### config.mk
export PLATFORM = sky130hd
export DESIGN_NAME = vc_rr_arbiter_flat
export DESIGN_NICKNAME = d
export VERILOG_FILES = /design/src/rtl/vc_arb_pkg.sv /design/src/rtl/vc_rr_arbiter_if.sv /design/src/rtl/vc_rr_pick.sv /design/src/rtl/vc_rr_arbiter.sv /design/src/flat_wrapper.sv
export SDC_FILE = /design/constraint.sdc
export NUM_CORES = 1
export LEC_CHECK = 0
export ABC_AREA = 1
export CAP_MARGIN = 40
export CORE_AREA = 5 5 58 60
export CTS_BUF_LIST = sky130_fd_sc_hd__clkbuf_4 sky130_fd_sc_hd__clkbuf_8
export DETAILED_ROUTE_END_ITERATION = 8
export DIE_AREA = 0 0 63 65
export PLACE_DENSITY_LB_ADDON = 0.12
export SLEW_MARGIN = 20
export SYNTH_ARGS = -nofsm -noshare
export SYNTH_HDL_FRONTEND = slang
export SYNTH_SLANG_ARGS = --single-unit
### constraint.sdc
create_clock -name clk -period 6.4 [get_ports clk]
set_input_delay 1.28 -clock clk [delete_from_list [all_inputs] [get_ports clk]]
set_output_delay 1.28 -clock clk [all_outputs]
set_load 0.03 [all_outputs]
### src/rtl/vc_arb_pkg.sv
// Shared types and constants for the virtual-channel round-robin arbiter:
// FSM state encoding, default sizing and the grant-index width helper.
package vc_arb_pkg;

    typedef enum logic {
        ST_IDLE  = 1'b0,
        ST_GRANT = 1'b1
    } state_t;

    localparam int DEFAULT_NUM_VC    = 4;
    localparam int DEFAULT_BURST_LEN = 4;
    localparam int BURST_CNT_W       = 4;

    // Bits needed to index n channels; never less than one.
    function automatic int vc_width(input int n);
        int w;
        w = 0;
        while ((1 << w) < n) begin
            w++;
        end
        return (w < 1) ? 1 : w;
    endfunction

    localparam int DEFAULT_VC_W = vc_width(DEFAULT_NUM_VC);

endpackage

### src/rtl/vc_rr_arbiter_if.sv
// Bundle of the per-VC FIFO bank signals and the shared downstream write port.
// master = FIFO/egress environment side, slave = the arbiter.
interface vc_rr_arbiter_if #(
    parameter int NUM_VC    = 4,
    parameter int VC_W      = 2,
    parameter int WORD_SIZE = 6
);
    logic [NUM_VC-1:0]           vc_empty;
    logic [NUM_VC*WORD_SIZE-1:0] vc_data;
    logic                        dn_almost_full;
    logic [NUM_VC-1:0]           vc_pop;
    logic                        dn_push;
    logic [WORD_SIZE-1:0]        dn_data;
    logic [VC_W-1:0]             grant_idx;
    logic                        arb_busy;

    modport master (
        output vc_empty, vc_data, dn_almost_full,
        input  vc_pop, dn_push, dn_data, grant_idx, arb_busy
    );

    modport slave (
        input  vc_empty, vc_data, dn_almost_full,
        output vc_pop, dn_push, dn_data, grant_idx, arb_busy
    );
endinterface

### src/rtl/vc_rr_pick.sv
// Combinational rotating-priority picker: first set bit of eligible searched
// upward from rot_ptr, wrapping at NUM_VC (a power of two).
module vc_rr_pick #(
    parameter int NUM_VC = 4,
    parameter int VC_W   = 2
) (
    input  logic [NUM_VC-1:0] eligible,
    input  logic [VC_W-1:0]   rot_ptr,
    output logic              found,
    output logic [VC_W-1:0]   idx
);
    logic [VC_W-1:0]   cand [NUM_VC];
    logic [NUM_VC-1:0] rot_elig;

    generate
        for (genvar gi = 0; gi < NUM_VC; gi++) begin : g_rot
            // Index arithmetic wraps naturally because NUM_VC == 2**VC_W.
            assign cand[gi]     = rot_ptr + VC_W'(gi);
            assign rot_elig[gi] = eligible[cand[gi]];
        end
    endgenerate

    always_comb begin
        found = |rot_elig;
        idx   = rot_ptr;
        for (int k = NUM_VC - 1; k >= 0; k--) begin
            if (rot_elig[k]) begin
                idx = cand[k];
            end
        end
    end
endmodule

### src/rtl/vc_rr_arbiter.sv
// Burst-limited round-robin drain of NUM_VC FWFT FIFOs into one egress FIFO.
// Define VC_ARB_GRANT_CNT_EN to add per-VC saturating pop counters (grant_cnt).
module vc_rr_arbiter
    import vc_arb_pkg::*;
#(
    parameter int NUM_VC    = DEFAULT_NUM_VC,
    parameter int VC_W      = vc_width(NUM_VC),
    parameter int WORD_SIZE = 6,
    parameter int BURST_LEN = DEFAULT_BURST_LEN
) (
    input  logic                 clk,
    input  logic                 reset_L,
    vc_rr_arbiter_if.slave       bus
`ifdef VC_ARB_GRANT_CNT_EN
    ,
    output logic [NUM_VC*8-1:0]  grant_cnt
`endif
);
    state_t                 state_reg, state_next;
    logic [VC_W-1:0]        grant_idx_reg, grant_idx_next;
    logic [VC_W-1:0]        rot_ptr_reg, rot_ptr_next;
    logic [BURST_CNT_W-1:0] burst_cnt_reg, burst_cnt_next;
    logic                   dn_push_reg, dn_push_next;
    logic [WORD_SIZE-1:0]   dn_data_reg, dn_data_next;

    logic [WORD_SIZE-1:0]   head [NUM_VC];
    logic [NUM_VC-1:0]      eligible;
    logic [NUM_VC-1:0]      pop_vec;
    logic [VC_W-1:0]        pick_ptr;
    logic [VC_W-1:0]        pick_idx;
    logic                   pick_found;
    logic                   pop_ok;
    logic                   burst_end;
    logic                   rotate;

    generate
        for (genvar gi = 0; gi < NUM_VC; gi++) begin : g_head
            assign head[gi] = bus.vc_data[gi*WORD_SIZE +: WORD_SIZE];
        end
    endgenerate

    assign eligible  = ~bus.vc_empty & {NUM_VC{~bus.dn_almost_full}};
    assign pop_ok    = (state_reg == ST_GRANT) && !bus.vc_empty[grant_idx_reg] && !bus.dn_almost_full;
    assign burst_end = pop_ok && (burst_cnt_reg == BURST_CNT_W'(BURST_LEN - 1));
    assign rotate    = (state_reg == ST_GRANT) && (burst_end || bus.vc_empty[grant_idx_reg]);

    // On rotation the search starts just past the current VC in the same
    // cycle, so a regrant (possibly to the same VC) costs no idle bubble.
    assign pick_ptr = rotate ? (grant_idx_reg + VC_W'(1)) : rot_ptr_reg;

    vc_rr_pick #(
        .NUM_VC (NUM_VC),
        .VC_W   (VC_W)
    ) u_pick (
        .eligible (eligible),
        .rot_ptr  (pick_ptr),
        .found    (pick_found),
        .idx      (pick_idx)
    );

    always_comb begin
        state_next     = state_reg;
        grant_idx_next = grant_idx_reg;
        rot_ptr_next   = rot_ptr_reg;
        burst_cnt_next = burst_cnt_reg;
        dn_push_next   = 1'b0;
        dn_data_next   = dn_data_reg;
        pop_vec        = '0;
        case (state_reg)
            ST_IDLE: begin
                if (pick_found) begin
                    grant_idx_next = pick_idx;
                    burst_cnt_next = '0;
                    state_next     = ST_GRANT;
                end
            end
            ST_GRANT: begin
                if (pop_ok) begin
                    pop_vec[grant_idx_reg] = 1'b1;
                    dn_push_next           = 1'b1;
                    dn_data_next           = head[grant_idx_reg];
                    burst_cnt_next         = burst_cnt_reg + BURST_CNT_W'(1);
                end
                if (rotate) begin
                    rot_ptr_next   = pick_ptr;
                    burst_cnt_next = '0;
                    if (pick_found) begin
                        grant_idx_next = pick_idx;
                    end else begin
                        state_next = ST_IDLE;
                    end
                end
            end
        endcase
    end

    always_ff @(posedge clk or negedge reset_L) begin
        if (!reset_L) begin
            state_reg     <= ST_IDLE;
            grant_idx_reg <= '0;
            rot_ptr_reg   <= '0;
            burst_cnt_reg <= '0;
            dn_push_reg   <= 1'b0;
            dn_data_reg   <= '0;
        end else begin
            state_reg     <= state_next;
            grant_idx_reg <= grant_idx_next;
            rot_ptr_reg   <= rot_ptr_next;
            burst_cnt_reg <= burst_cnt_next;
            dn_push_reg   <= dn_push_next;
            dn_data_reg   <= dn_data_next;
        end
    end

    assign bus.vc_pop    = pop_vec & {NUM_VC{reset_L}};
    assign bus.dn_push   = dn_push_reg;
    assign bus.dn_data   = dn_data_reg;
    assign bus.grant_idx = grant_idx_reg;
    assign bus.arb_busy  = (state_reg == ST_GRANT);

`ifdef VC_ARB_GRANT_CNT_EN
    generate
        for (genvar gi = 0; gi < NUM_VC; gi++) begin : g_gcnt
            logic [7:0] cnt_reg;
            always_ff @(posedge clk or negedge reset_L) begin
                if (!reset_L) begin
                    cnt_reg <= '0;
                end else if (bus.vc_pop[gi] && (cnt_reg != 8'hFF)) begin
                    cnt_reg <= cnt_reg + 8'd1;
                end
            end
            assign grant_cnt[gi*8 +: 8] = cnt_reg;
        end
    endgenerate
`endif

endmodule

### src/flat_wrapper.sv
// flat-port wrapper written by rule: the top's interface ports become plain ports
module vc_rr_arbiter_flat import vc_arb_pkg::*;
#(
    parameter int NUM_VC    = DEFAULT_NUM_VC,
    parameter int VC_W      = vc_width(NUM_VC),
    parameter int WORD_SIZE = 6,
    parameter int BURST_LEN = DEFAULT_BURST_LEN
)
  (clk, reset_L, bus_vc_empty, bus_vc_data, bus_dn_almost_full, bus_vc_pop, bus_dn_push, bus_dn_data, bus_grant_idx, bus_arb_busy);
  vc_rr_arbiter_if #(.NUM_VC(NUM_VC), .VC_W(VC_W), .WORD_SIZE(WORD_SIZE)) bus_i ();
  input  logic clk;
  input  logic reset_L;
  input wire logic [$bits(bus_i.vc_empty)-1:0] bus_vc_empty;
  input wire logic [$bits(bus_i.vc_data)-1:0] bus_vc_data;
  input wire logic [$bits(bus_i.dn_almost_full)-1:0] bus_dn_almost_full;
  output wire logic [$bits(bus_i.vc_pop)-1:0] bus_vc_pop;
  output wire logic [$bits(bus_i.dn_push)-1:0] bus_dn_push;
  output wire logic [$bits(bus_i.dn_data)-1:0] bus_dn_data;
  output wire logic [$bits(bus_i.grant_idx)-1:0] bus_grant_idx;
  output wire logic [$bits(bus_i.arb_busy)-1:0] bus_arb_busy;
  assign bus_i.vc_empty = bus_vc_empty;
  assign bus_i.vc_data = bus_vc_data;
  assign bus_i.dn_almost_full = bus_dn_almost_full;
  assign bus_vc_pop = bus_i.vc_pop;
  assign bus_dn_push = bus_i.dn_push;
  assign bus_dn_data = bus_i.dn_data;
  assign bus_grant_idx = bus_i.grant_idx;
  assign bus_arb_busy = bus_i.arb_busy;
  vc_rr_arbiter #(.NUM_VC(NUM_VC), .VC_W(VC_W), .WORD_SIZE(WORD_SIZE), .BURST_LEN(BURST_LEN)) u_core (.clk(clk), .reset_L(reset_L), .bus(bus_i));
endmodule
* After elaboration in Yosys (flattened, before gate mapping)
Cells that the tools add are included.
** Word-level totals
- Logic and storage cells :: 74
- Input bits :: 31
- Output and inout bits :: 14
- Register bits :: 16
** Cells by class
- Mux-type cells :: 34
- Reduce and logical (&&, ||, !) cells :: 12
- Bitwise logic cells :: 6
- Magnitude comparators :: 7
- Add/subtract/negate cells :: 5
- Equal/unequal tests :: 4
** Operators with widths (count)
- $mux 4 :: 5
- $lt 2x3->1 const B :: 5
- $mux 2 :: 7
- $bmux 6 s2 :: 1
- $mux 6 :: 2
- $bmux 1 s2 :: 5
- $mux 1 :: 10
- $and 4x4->4 :: 2
- $pmux 4 s2 :: 1
- $reduce_and 2->1 :: 3
- $logic_and 1x1->1 :: 5
- $add 2x1->2 const B :: 2
- $add 2x2->2 const B :: 2
- $add 4x1->4 const B :: 1
- $eq 4x2->1 const B :: 1
- $not 4->4 :: 1
- $pmux 2 s2 :: 1
- $reduce_or 4->1 :: 1
- $ge 3x3->1 const B :: 1
- $ne 3x3->1 const B :: 1
- $not 2->3 :: 1
- $demux 1 s2 :: 1
- $ge 2x1->1 const B :: 1
- $logic_not 1->1 :: 2
- 5 further kinds :: 6

* Logic depth before layout (Yosys ltp)
- Depth after elaboration :: 19
- Mapped depth :: 20
- Gate-level depth less buffers :: 19

* Cells and area by module
Synthesis repeated with hierarchy kept, for this count alone.
** Unflattened totals
- Cell total of the unflattened synthesis :: 196
- Area total of the unflattened synthesis :: 1366.3 µm²
** By module, submodules not included
- vc_rr_arbiter :: area an instance 1132.3 µm², seq. area each 400.4 µm², times used 1, cells an instance 143
- vc_rr_pick :: area an instance 234.0 µm², seq. area each 0.0 µm², times used 1, cells an instance 53

* Worst setup path after synthesis
No wires, ideal clock.
- Kind :: input to output
- Start point :: in bus_vc_empty[3]
- End point :: out bus_vc_pop[0]
- Arrival :: 2.350 ns
- Slack :: 2.770 ns
- Path buffers :: 1
- Data required time :: 5.120 ns
- Stages on the path :: 6
- Cell sequence :: nand2_1 -> nand3_1 -> nand2_1 -> nand3_1 -> clkbuf_1 -> nor2_1
** Between the ends
- Longest elaborated chain between the ends :: 8
** Ends and longest elaborated chain
- start: declaration :: line flat_wrapper.sv:13 : input wire logic [$bits(bus_i.vc_empty)-1:0] bus_vc_empty;
- $bmux 1 s2 :: line vc_rr_arbiter.sv:43 : assign pop_ok = (state_reg == ST_GRANT) && !bus.vc_empty[grant_idx_reg] && !bus.dn_almost_full;
- $mux 1 (not written as such) :: line vc_rr_arbiter.sv:43
- $logic_not 1->1 :: line vc_rr_arbiter.sv:43
- $logic_and 1x1->1 (2 in series) :: line vc_rr_arbiter.sv:43
- $mux 4 :: line vc_rr_arbiter.sv:78 : if (pop_ok) begin
- $mux 4 :: line vc_rr_arbiter.sv:69 : case (state_reg)
- $and 4x4->4 :: line vc_rr_arbiter.sv:115 : assign bus.vc_pop = pop_vec & {NUM_VC{reset_L}};
- end: declaration :: line flat_wrapper.sv:16 : output wire logic [$bits(bus_i.vc_pop)-1:0] bus_vc_pop;
Every way passes these cells. The select of a mux whose other input is x is not followed.

* Worst setup path in the final report
- Start point :: in bus_vc_empty[1]
- End point :: out bus_vc_pop[0]
Same word-level chain as after synthesis.

==> run_results.csv <==
group,metric,value,unit
synthesis,syn_avg_cell_area,6.59,um2
timing,rsz0062_at_grt,"no",
clocking,clk_pin_slew,0.10,ns
synthesis,synth_flop_cell,"dfrtp_1",
clocking,cts_setup_buffers,0,
pwr,peakVddDrop,0.000391,V
finish,nNetsFinal,285,
hold_path,hold_path.class,"flop to flop",
finish,final_cell_mix,"nand2_1 (73), clkdlybuf4s50_1 (44), nor2_1 (20)",
synthesis,synth_nets,240,
grt,first_global_vias,1296,
worst_setup_path,cp_max_fo,13,
floorplanning,core_area,0.00288,mm2
timing,relSlewSlack,0.595,
grt,grt_usage,0.181,
pwr,comb_power_share,0.738,
finish,num-fill-cells,284,
synthesis,synth_area_leaders,"dfrtp_1 (30%), nand2_1 (20%), nor2_1 (5.6%)",
finish,largest_reg_flops,6,
timing,setup_viol_count_final,0,
floorplanning,die_area,0.00410,mm2
pwr,sequentialPowerShare,0.197,
synthesis,ys_seq_elements,16,
grt,grt_pass1_wl,6.05,mm
clocking,cts_resized,0,
worst_setup_path,crit_path_start,"bus_vc_empty[1]",
routing,vias,1429,
synthesis,syn-cell-area,0.00135,mm2
floorplanning,die_x,63,um
finish,area_growth,37.4,%
synthesis,synth_mux_area_frac,0,
clocking,clockBufferDepth,2,
synthesis,synth_edf_count,0,
finish,diodes,0,
pwr,powerDensity,556,mW/mm2
worst_setup_path,critPathCaptureType,"output pin",
timing,skew,0.00625,ns
routing,first_pass_iters,4,
synthesis,synth_compound_area_frac,0.129,
place,place_congestion,0.825,
grt,antenna_found_initial,0,
pwr,switchingPower,573,uW
pwr,p_leak,0.907,nW
synthesis,postSynthCellCount,204,
synthesis,seq_area_frac_synth,0.298,
place,hpwl,2.66,mm
timing,drv_slew,0,
synthesis,yosysTopAreaCellShare,0.298,
grt,grt_max_degree,21,
routing,first_iter_violations,117,
pwr,p_clk_frac,0.065,
synthesis,yosysTopAreaCell,"dfrtp_1",
timing,fin_setup_tns,0,ns
status,outcome,"complete, no violations",
synthesis,synth_top_family_by_area,"simple AND/OR/NAND/NOR gates",
pwr,p_int,453,uW
synthesis,yosys.area_share.adder,0.0465,
finish,drive_gt1_frac,0.109,
clocking,cts_tree,"yes",
routing,antenna_left,0,
routing,drt-total-wl,3.52,mm
clocking,htree_levels,1,
synthesis,synth_cell_types,26,
clocking,clock_sinks,16,
clocking,cts_root_buf,"clkbuf_4",
place,port_buffers,44,
run,drv_cap,0,
timing,fin_crit_sh,0.721,
worst_setup_path,start_kind,"input pin",
worst_setup_path,worstSetupPathType,"input pin to output pin",
timing,tightest_slew,0.608,ns
floorplanning,io_pins,45,
routing,vias_per_cell,5.09,
finish,final_common_cell,"nand2_1",
routing,drc_errors,0,
worst_setup_path,critical_path_required,5.12,ns
grt,grt-ovfl-total,0,
routing,routedWlPerCell,12.5,um
timing,max_freq,0.217,GHz
floorplanning,rows,20,
clocking,holdBufCountCts,0,
worst_setup_path,worstPathArrival,3.34,ns
timing,min_period,4.62,ns
floorplanning,die_h,65,um
synthesis,yosys.area_share.simple,0.430,
pwr,swShare,0.559,
clocking,cts_buffers,3,
hold_path,hp-start,"u_core.bus.dn_data[4]",
synthesis,synthArstFlopShare,1.00,
synthesis,synth_xor_area_frac,0.0130,
timing,hold_viol,0,
floorplanning,start_util,0.467,
synthesis,yosysWarnings,0,
worst_setup_path,r2r_start,"u_core.bus.grant_idx[0]",
clocking,clkLatencyLatePin,0.29,ns
pwr,power,1.03,mW
## worst max-delay path: stages
cell             delay (ns)
clkdlybuf4s50_1        0.43
nand2_1                0.08
nand3_1                0.09
nand2_1                0.14
nand3_1                0.40
nor2_1                 0.22
clkdlybuf4s50_1        0.70
## logic make-up after synthesis
family,after synthesis
buf+inv,26
simple gates,125
compound gates,30
fa+ha+maj,5
flops,16
xor+xnor,2
## cells in the mapped netlist (5+ instances only)
master,count
nand3_1,12
o22ai_1,6
nor2_1,20
ha_1,5
nand2_1,73
o21ai_1,6
o21ai_0,14
inv_1,17
dfrtp_1,16
nand2_2,5
nand2_4,5
## metal layers
metal,track usage,vias up,wire [um]
li1,-,741,-
met1,0.223,640,1580
met2,0.310,46,1610
met3,0.0641,2,308
met4,0.0239,0,10
met5,0,-,0
## layout make-up
type / count / area, um2 / area share
Inverter: 21 / 82.6 / 0.0447
Tap cell: 33 / 41.3 / 0.0223
Clock buffer: 4 / 36.3 / 0.0196
Multi-Input combinational cell: 162 / 832 / 0.450
Sequential cell: 16 / 400 / 0.217
Timing Repair Buffer: 45 / 455 / 0.246
## power by group through the flow
stage,Clock (mW),Combinational [mW],Sequential [mW]
floorplan,0,0.537,0.233
global placement,0,0.753,0.204
finish,0.0672,0.758,0.202
detailed placement,0,0.756,0.204
CTS,0.0700,0.759,0.202
global route,0.0752,0.854,0.209
## path summary, 6_finish.rpt
kind                                           end  slack [ns]  cells after the start
min                          u_core.bus.dn_data[4]        0.50                      2
max reg2reg                u_core.burst_cnt_reg[0]        3.64                     17
max in group asynchronous    u_core.rot_ptr_reg[1]        4.73                      2
min reg2reg                  u_core.bus.dn_data[4]        0.50                      2
min in group asynchronous    u_core.bus.dn_data[1]        1.26                      1
max                                  bus_vc_pop[0]        1.78                      7
## per-stage QoR
step	worst slack, ns	hold slack [ns]	instance area, um2	utilization	instances
5_1_grt	1.61	0.521	1850	0.642	281
4_1_cts	1.75	0.494	1850	0.642	281
6_report	1.78	0.496	1850	0.642	281
3_5_place_dp	1.75	0.469	1810	0.630	277
2_1_floorplan	2.77	0.517	1350	-	204
3_3_place_gp	1.78	0.464	1800	0.624	276
(Power assumes the default switching activity.)
